$ cat src/rtl/ex_operand_stage.sv
// ex_operand_stage: ID/EX pipeline register that feeds the 16-bit ALU.
// Captures decoded instructions over a valid/ready handshake, resolves RAW
// hazards by forwarding from EX/MEM and MEM/WB, and counts back-pressure cycles.
// Ports:
//   clk, rst_n                     clock, async active-low reset
//   in_valid/in_ready, in_*        decoded instruction from decode
//   flush                          kill the held instruction (branch redirect)
//   fwd_mem_*, fwd_wb_*            forwarding sources (EX/MEM, MEM/WB)
//   out_valid/out_ready            handshake to the memory/writeback stages
//   alu_a, alu_b, alu_op           ALU operand and opcode drive
//   out_rd_addr, out_reg_we        destination info, qualified by out_valid
//   stall_cnt                      saturating count of back-pressured cycles
module ex_operand_stage #(
    parameter int unsigned DATA_WIDTH  = 16,
    parameter int unsigned REG_ADDR_W  = 3,
    parameter int unsigned STALL_CNT_W = 16
) (
    input  logic                   clk,
    input  logic                   rst_n,
    input  logic                   in_valid,
    output logic                   in_ready,
    input  logic [REG_ADDR_W-1:0]  in_rs_addr,
    input  logic [REG_ADDR_W-1:0]  in_rt_addr,
    input  logic [DATA_WIDTH-1:0]  in_rs_data,
    input  logic [DATA_WIDTH-1:0]  in_rt_data,
    input  logic [DATA_WIDTH-1:0]  in_imm,
    input  logic                   in_use_imm,
    input  logic [1:0]             in_alu_op,
    input  logic [REG_ADDR_W-1:0]  in_rd_addr,
    input  logic                   in_reg_we,
    input  logic                   flush,
    input  logic                   fwd_mem_we,
    input  logic [REG_ADDR_W-1:0]  fwd_mem_addr,
    input  logic [DATA_WIDTH-1:0]  fwd_mem_data,
    input  logic                   fwd_wb_we,
    input  logic [REG_ADDR_W-1:0]  fwd_wb_addr,
    input  logic [DATA_WIDTH-1:0]  fwd_wb_data,
    output logic                   out_valid,
    input  logic                   out_ready,
    output logic [DATA_WIDTH-1:0]  alu_a,
    output logic [DATA_WIDTH-1:0]  alu_b,
    output logic [1:0]             alu_op,
    output logic [REG_ADDR_W-1:0]  out_rd_addr,
    output logic                   out_reg_we,
    output logic [STALL_CNT_W-1:0] stall_cnt
);

    // Held instruction state
    logic [REG_ADDR_W-1:0] rs_addr_q;
    logic [REG_ADDR_W-1:0] rt_addr_q;
    logic [DATA_WIDTH-1:0] rs_data_q;
    logic [DATA_WIDTH-1:0] rt_data_q;
    logic [DATA_WIDTH-1:0] imm_q;
    logic                  use_imm_q;
    logic [1:0]            op_q;
    logic [REG_ADDR_W-1:0] rd_addr_q;
    logic                  reg_we_q;

    logic                  load;
    logic                  hold;
    logic [DATA_WIDTH-1:0] rs_fwd;
    logic [DATA_WIDTH-1:0] rt_fwd;

    // EX/MEM has priority over MEM/WB; register 0 is hard-wired and never forwarded
    function automatic logic [DATA_WIDTH-1:0] fwd_select(
        input logic [REG_ADDR_W-1:0] src,
        input logic [DATA_WIDTH-1:0] held,
        input logic                  mem_we,
        input logic [REG_ADDR_W-1:0] mem_addr,
        input logic [DATA_WIDTH-1:0] mem_data,
        input logic                  wb_we,
        input logic [REG_ADDR_W-1:0] wb_addr,
        input logic [DATA_WIDTH-1:0] wb_data
    );
        logic [DATA_WIDTH-1:0] val;
        val = held;
        if (src != '0) begin
            if (mem_we && (mem_addr == src)) begin
                val = mem_data;
            end else if (wb_we && (wb_addr == src)) begin
                val = wb_data;
            end
        end
        return val;
    endfunction

    // Handshake: no bubble, a draining slot can be refilled in the same cycle
    assign in_ready = !out_valid || out_ready;
    assign load     = in_valid && in_ready && !flush;
    assign hold     = out_valid && !out_ready;

    // Operand forwarding and ALU drive
    always_comb begin
        rs_fwd = fwd_select(rs_addr_q, rs_data_q, fwd_mem_we, fwd_mem_addr, fwd_mem_data,
                            fwd_wb_we, fwd_wb_addr, fwd_wb_data);
        rt_fwd = fwd_select(rt_addr_q, rt_data_q, fwd_mem_we, fwd_mem_addr, fwd_mem_data,
                            fwd_wb_we, fwd_wb_addr, fwd_wb_data);
    end

    assign alu_a       = rs_fwd;
    assign alu_b       = use_imm_q ? imm_q : rt_fwd;
    assign alu_op      = op_q;
    assign out_rd_addr = rd_addr_q;
    assign out_reg_we  = reg_we_q;

    // Pipeline register, hold refresh and stall counter
    always_ff @(posedge clk or negedge rst_n) begin
        if (!rst_n) begin
            out_valid <= 1'b0;
            rs_addr_q <= '0;
            rt_addr_q <= '0;
            rs_data_q <= '0;
            rt_data_q <= '0;
            imm_q     <= '0;
            use_imm_q <= 1'b0;
            op_q      <= '0;
            rd_addr_q <= '0;
            reg_we_q  <= 1'b0;
            stall_cnt <= '0;
        end else begin
            if (flush) begin
                out_valid <= 1'b0;
            end else if (load) begin
                out_valid <= 1'b1;
            end else if (out_ready) begin
                out_valid <= 1'b0;
            end

            if (load) begin
                rs_addr_q <= in_rs_addr;
                rt_addr_q <= in_rt_addr;
                rs_data_q <= in_rs_data;
                rt_data_q <= in_rt_data;
                imm_q     <= in_imm;
                use_imm_q <= in_use_imm;
                op_q      <= in_alu_op;
                rd_addr_q <= in_rd_addr;
                reg_we_q  <= in_reg_we;
            end else if (hold) begin
                // Latch forwarded values so they survive the producer retiring
                rs_data_q <= rs_fwd;
                rt_data_q <= rt_fwd;
            end

            if (hold && (stall_cnt != '1)) begin
                stall_cnt <= stall_cnt + STALL_CNT_W'(1);
            end
        end
    end

endmodule

$ cat config.mk
export PLATFORM = sky130hd
export DESIGN_NAME = ex_operand_stage
export DESIGN_NICKNAME = d
export VERILOG_FILES = /design/src/rtl/ex_operand_stage.sv
export SDC_FILE = /design/constraint.sdc
export NUM_CORES = 1
export LEC_CHECK = 0
export ABC_AREA = 0
export BUFFER_PORTS_ARGS = -buffer_cell sky130_fd_sc_hd__buf_2
export CAP_MARGIN = 40
export CORE_ASPECT_RATIO = 2
export CORE_MARGIN = 2
export CORE_UTILIZATION = 25
export DETAILED_ROUTE_END_ITERATION = 7
export GPL_ROUTABILITY_DRIVEN = 0
export PLACE_DENSITY = 0.59
export SLEW_MARGIN = 20
export SYNTH_ARGS = -nofsm -noshare
export SYNTH_HDL_FRONTEND = slang
export SYNTH_SLANG_ARGS = --single-unit
$ cat constraint.sdc
create_clock -name clk -period 1.9 [get_ports clk]
set_input_delay 0.19 -clock clk [delete_from_list [all_inputs] [get_ports clk]]
set_output_delay 0.19 -clock clk [all_outputs]
set_load 0.02 [all_outputs]
# Word-level counts from Yosys, hierarchy flattened
# Index checks and enable logic that the tools add are counted.
totals:
  regBits: 78
  word_cells: 47
classes:
  addsub: 1
  eq_ne: 5
  muxes: 14
  reduce_logical: 16
ops:
  columns: ["cell", "n"]
  rows:
  - ["16-bit 2-to-1 mux", 11]
  - ["16-bit by 1-bit adder with 16-bit output (second input constant)", 1]
  - ["16-bit != test (second input constant)", 1]
  - ["3-bit == test", 4]
  - ["3-bit nonzero test", 3]
  - ["1-bit logical AND", 8]
  - ["1-bit logical NOT", 3]
  - ["1-bit 2-to-1 mux", 3]
  - ["2-bit nonzero test", 1]
  - ["1-bit logical OR", 1]

# Logic depth before layout (Yosys ltp)
logic_depth:
  word_depth: 7
  mapped_depth: 8
  depth_no_buf: 6

# Worst setup path before layout
# OpenSTA, ideal clock, no wires.
synth_timing:
  kind: "reg2out"
  startpoint: "reg rt_addr_q[1]"
  endpoint: "out alu_b[14]"
  required_time_ns: 1.710
  path_buffers: 3
  t_arrival_ns: 1.810
  stages_incl_launch_ff: 9
  path_slack_ns: -0.100
  path_cell_list: "dfrtp_1 -> buf_6 -> nor3_2 -> nor2_2 -> and4_1 -> buf_6 -> buf_6 -> a221oi_2 -> o221a_1"
synth_between:
  elab_chain_cells: 6
  word_cells_on_any_way: 9
  classes_between: "eq/ne (2); mux (4); reduce/logical (3)"
synth_rtl:
  columns: ["item", "line_no", "source"]
  rows:
  - ["from (decl)", "50", "logic [REG_ADDR_W-1:0] rt_addr_q;"]
  - ["from (signal assigned)", "131", "rt_addr_q <= in_rt_addr;"]
  - ["3-bit == test", "80", "end else if (wb_we && (wb_addr == src)) begin"]
  - ["1-bit logical AND", "80", null]
  - ["16-bit 2-to-1 mux", "80", null]
  - ["16-bit 2-to-1 mux", "78", "if (mem_we && (mem_addr == src)) begin"]
  - ["16-bit 2-to-1 mux (*)", "77", "if (src != '0) begin"]
  - ["16-bit 2-to-1 mux (*)", "101", "assign alu_b = use_imm_q ? imm_q : rt_fwd;"]
  - ["to (decl)", "41", "output logic [DATA_WIDTH-1:0] alu_b,"]
# Every way passes the cells marked *; elsewhere a longest branch is shown, timed or not.

# Worst setup path in the final report
layout_timing:
  startpoint: "reg rt_addr_q[0]"
  endpoint: "out alu_b[4]"
# The elaborated chain is that of the path after synthesis.

==> impl_metrics.csv <==
group,metric,value,unit
run_status,status,"complete, but fails checks",
run_status,violations,"setup timing",
layout,stdcell_area,7217,µm²
die,dieWidth,102.5,µm
layout,drive_gt1_frac,0.5107,
clock_tree,cts_made_buffers,9,
die,io-pin-count,162,
worst_setup_path,crit_type,"reg -> out",
sta,fin_crit,2.319,ns
yosys,syn_nets,564,
layout,nNetsFinal,756,
clock_tree,root_buffer,"clkbuf_16",
clock_tree,cts_tree,"built",
sta,setup_viol_count_final,48,
yosys,synthXorXnorAreaFrac,0.04334,
sta,post-route-worst-setup-slack,-0.4195,ns
drt,ant_nets,0,
worst_setup_path,slowest_stage,"dfrtp_2",
yosys,ys.flop_type,"dfrtp_1",
placement,dp_slack,-0.1731,ns
worst_setup_path,worst-path-buf-inv,4,
power,irDropWorstVdd,491.3,µV
die,die_area,20600,µm²
yosys,synth_top_family_by_area,"compound AO/OA/AOI/OAI gates",
min_path,hold_path.class,"in -> reg",
yosys,synth_edf_count,0,
die,start_util,0.2527,
power,power.density,949.7,nW/µm²
worst_setup_path,rr_worst_depth,9,
worst_setup_path,path_max_fanout,8,
clock_tree,cts_sinks,78,
sta,fmax,431.1,MHz
placement,io_buffers,161,
yosys,ys_seq_area_frac,0.4025,
clock_tree,cts.clk_slew.worst_paths,0.07,ns
clock_tree,clockBufferDepth,2,
worst_setup_path,max_stage_delay,0.44,ns
die,core,19190,µm²
yosys,syn_area,4850,µm²
layout,n_fill_cell,1942,
drt,drt-total-wl,18.17,mm
layout,area_growth,48.81,%
grt,gr-total-overflow,0,
grt,grt_pass1_vias,4812,
power,leakagePower,3.175,nW
drt,wl_per_cell,19.88,µm
min_path,holdPathStages,2,
worst_setup_path,critPathTopFamily,"buffers and inverters",
die,die_height,201.0,µm
sta,max_slew_margin,0.7897,
grt,grt_max_degree,41,
drt,via_count,4570,
sta,tightest_slew,0.3144,ns
clock_tree,cts-htree-levels,3,
drt,drtIter0Drc,138,
yosys,synthSimpleGateAreaFrac,0.1602,
worst_setup_path,cp.depth,9,
yosys,synth-compound-area-share,0.2515,
grt,antenna_found_initial,1,
sta,report.final.slew_viol_count,0,
yosys,synthDistinctLibCells,47,
die,core.rowCount,72,
drt,viasPerCell,5.000,
worst_setup_path,crit_chain,"buf_4, xor2_2, nor3_2, buf_4, a21oi_4, nand2b_4, buf_16, o221a_2, buf_6",
drt,drt_pass1_iterations,4,
worst_setup_path,crit_top_cell,"buf_4",
sta,min_period_over_period,1.221,
worst_setup_path,crit_path_start_kind,"register",
yosys,synth.area.mux_share,0.07198,
yosys,ys_seq_elements,78,
yosys,ys_warn_count,0,
worst_setup_path,worstPathRequired,1.71,ns
worst_setup_path,end_kind,"output port",
grt,grt_first_pass_wirelength,27.13,mm
sta,rsz0062_at_grt,"yes",
yosys,synthAdderAreaFrac,0.002580,
drt,route.detailed.drc,0,
placement,dp_hpwl,13.56,mm
flow_run,max-cap-violations,0,
yosys,postSynth.asyncResetShare,1.000,
clock_tree,insertion_delay,0.35,ns
grt,grt_usage,0.1787,
yosys,syn_area_per_cell,10.61,µm²
sta,hold_viol_final,0,
sta,clock_skew,0.01291,ns
yosys,netlist_instances,457,
placement,placed_area,6284,µm²
worst_setup_path,arrival,2.13,ns
flip-flops by register name, indices dropped and copies added (netlist names):
signal	flops
imm_q	16
out_reg_we	1
out_rd_addr	3
rt_data_q	16
use_imm_q	1
rt_addr_q	3
out_valid	1
stall_cnt	16
rs_addr_q	3
rs_data_q	16
alu_op	2
layout make-up:
class	instances	area, µm²	share of cell area
inverters	34	127.6	0.01768
well taps	259	324.1	0.04490
clock inverters	7	78.83	0.01092
diodes	1	2.502	0.0003467
multi-input cells	312	2925	0.4053
flip-flops and latches	78	1958	0.2713
repair buffers	214	1575	0.2183
clock buffers	9	225.2	0.03121
synthesized netlist by cell type (5+ instances only):
master    instances  share of area
or2b_1            9          0.014
nor3_1           17          0.018
o21ai_0          16          0.017
buf_6             8          0.019
a221oi_1          6          0.011
nand2b_1         10          0.013
inv_1            34          0.026
mux2_2           31          0.072
nand2_1           9         0.0070
xor2_1           11          0.020
o221a_1          36          0.084
dfrtp_1          78           0.40
nor2_1           39          0.030
xnor2_1          13          0.023
a221oi_2         10          0.031
o221a_2          12          0.028
nand3_1           5         0.0052
and3b_1          16          0.029
nand4_1           5         0.0064
clkbuf_1         17          0.013
o22a_1           32          0.058
repair_timing:
action,CTS,global route
endpoints found under the hold margin,18,0
resized for setup,69,40
endpoints found under the setup margin,48,66
cloned,1,0
setup buffers,5,3
pin swaps,9,21
hold buffers,2,0
per-layer routing:
layer | track usage | share of wire | up-vias
met2 | 0.3345 | 0.57 | 143
met1 | 0.1798 | 0.34 | 2272
met4 | 0.09429 | 0.045 | 0
met5 | 0 | 0 | -
li1 | - | - | 2109
met3 | 0.03064 | 0.037 | 46
metrics by stage:
| stage | hold slack, ns | utilization | total power, mW | instances | TNS, ns |
|---|---|---|---|---|---|
| 3_3_place_gp | 0.09326 | 0.3275 | 4.521 | 886 | -1.665 |
| 6_report | 0.06996 | 0.3761 | 6.854 | 914 | -11.81 |
| 2_1_floorplan | -0.1056 | - | 3.588 | 457 | -0.5523 |
| 5_1_grt | 0.06678 | 0.3761 | 7.185 | 914 | -15.97 |
| 4_1_cts | 0.05995 | 0.3627 | 6.707 | 910 | -10.48 |
| 3_5_place_dp | 0.09505 | 0.3275 | 4.544 | 886 | -2.582 |
layout by cell type, fill, tap and decap left out, types with 4 or more instances in the layout:
master | Yosys | routed
buf_2 | 4 | 140
dfrtp_1 | 78 | 73
nor2_1 | 39 | 37
inv_1 | 34 | 34
o221a_1 | 36 | 34
o22a_1 | 32 | 32
mux2_2 | 31 | 31
buf_4 | 2 | 30
buf_6 | 8 | 25
nor3_2 | 2 | 17
and3b_1 | 16 | 16
o21ai_0 | 16 | 16
buf_12 | 0 | 16
xnor2_1 | 13 | 11
nand2b_1 | 10 | 9
or2b_1 | 9 | 9
a221oi_2 | 10 | 9
nand2_1 | 9 | 9
clkbuf_16 | 0 | 9
xor2_1 | 11 | 8
a221oi_4 | 0 | 7
o221a_4 | 0 | 7
o221a_2 | 12 | 7
nand4_1 | 5 | 5
nand3_1 | 5 | 5
dfrtp_2 | 0 | 5
nor2_2 | 2 | 4
a31oi_1 | 4 | 4
report_power, final:
group,switching (mW),internal (mW)
Clock,0.803,1.03
Combinational,1.40,1.40
Sequential,0.263,1.95
Total,2.47,4.39
cells by family after synthesis:
| logic type | count (synthesis) |
|---|---|
| multiplexers | 31 |
| adder cells (fa/ha/maj) | 1 |
| flip-flops | 78 |
| AND/OR/NAND/NOR | 133 |
| buffers and inverters | 67 |
| AO/OA/AOI/OAI | 123 |
| XOR/XNOR | 24 |
worst paths after layout:
check,slack [ns],from,to
max in group asynchronous,1.06,rst_n,imm_q[1]
worst min-delay path,0.07,in_rd_addr[2],out_rd_addr[2]
worst max-delay path,-0.42,rt_addr_q[0],alu_b[4]
worst max register to register,-0.09,rt_addr_q[0],rt_data_q[0]
worst min register to register,0.48,stall_cnt[8],stall_cnt[8]
min in group asynchronous,0.26,rst_n,rs_data_q[7]
(Power assumes the default switching activity.)
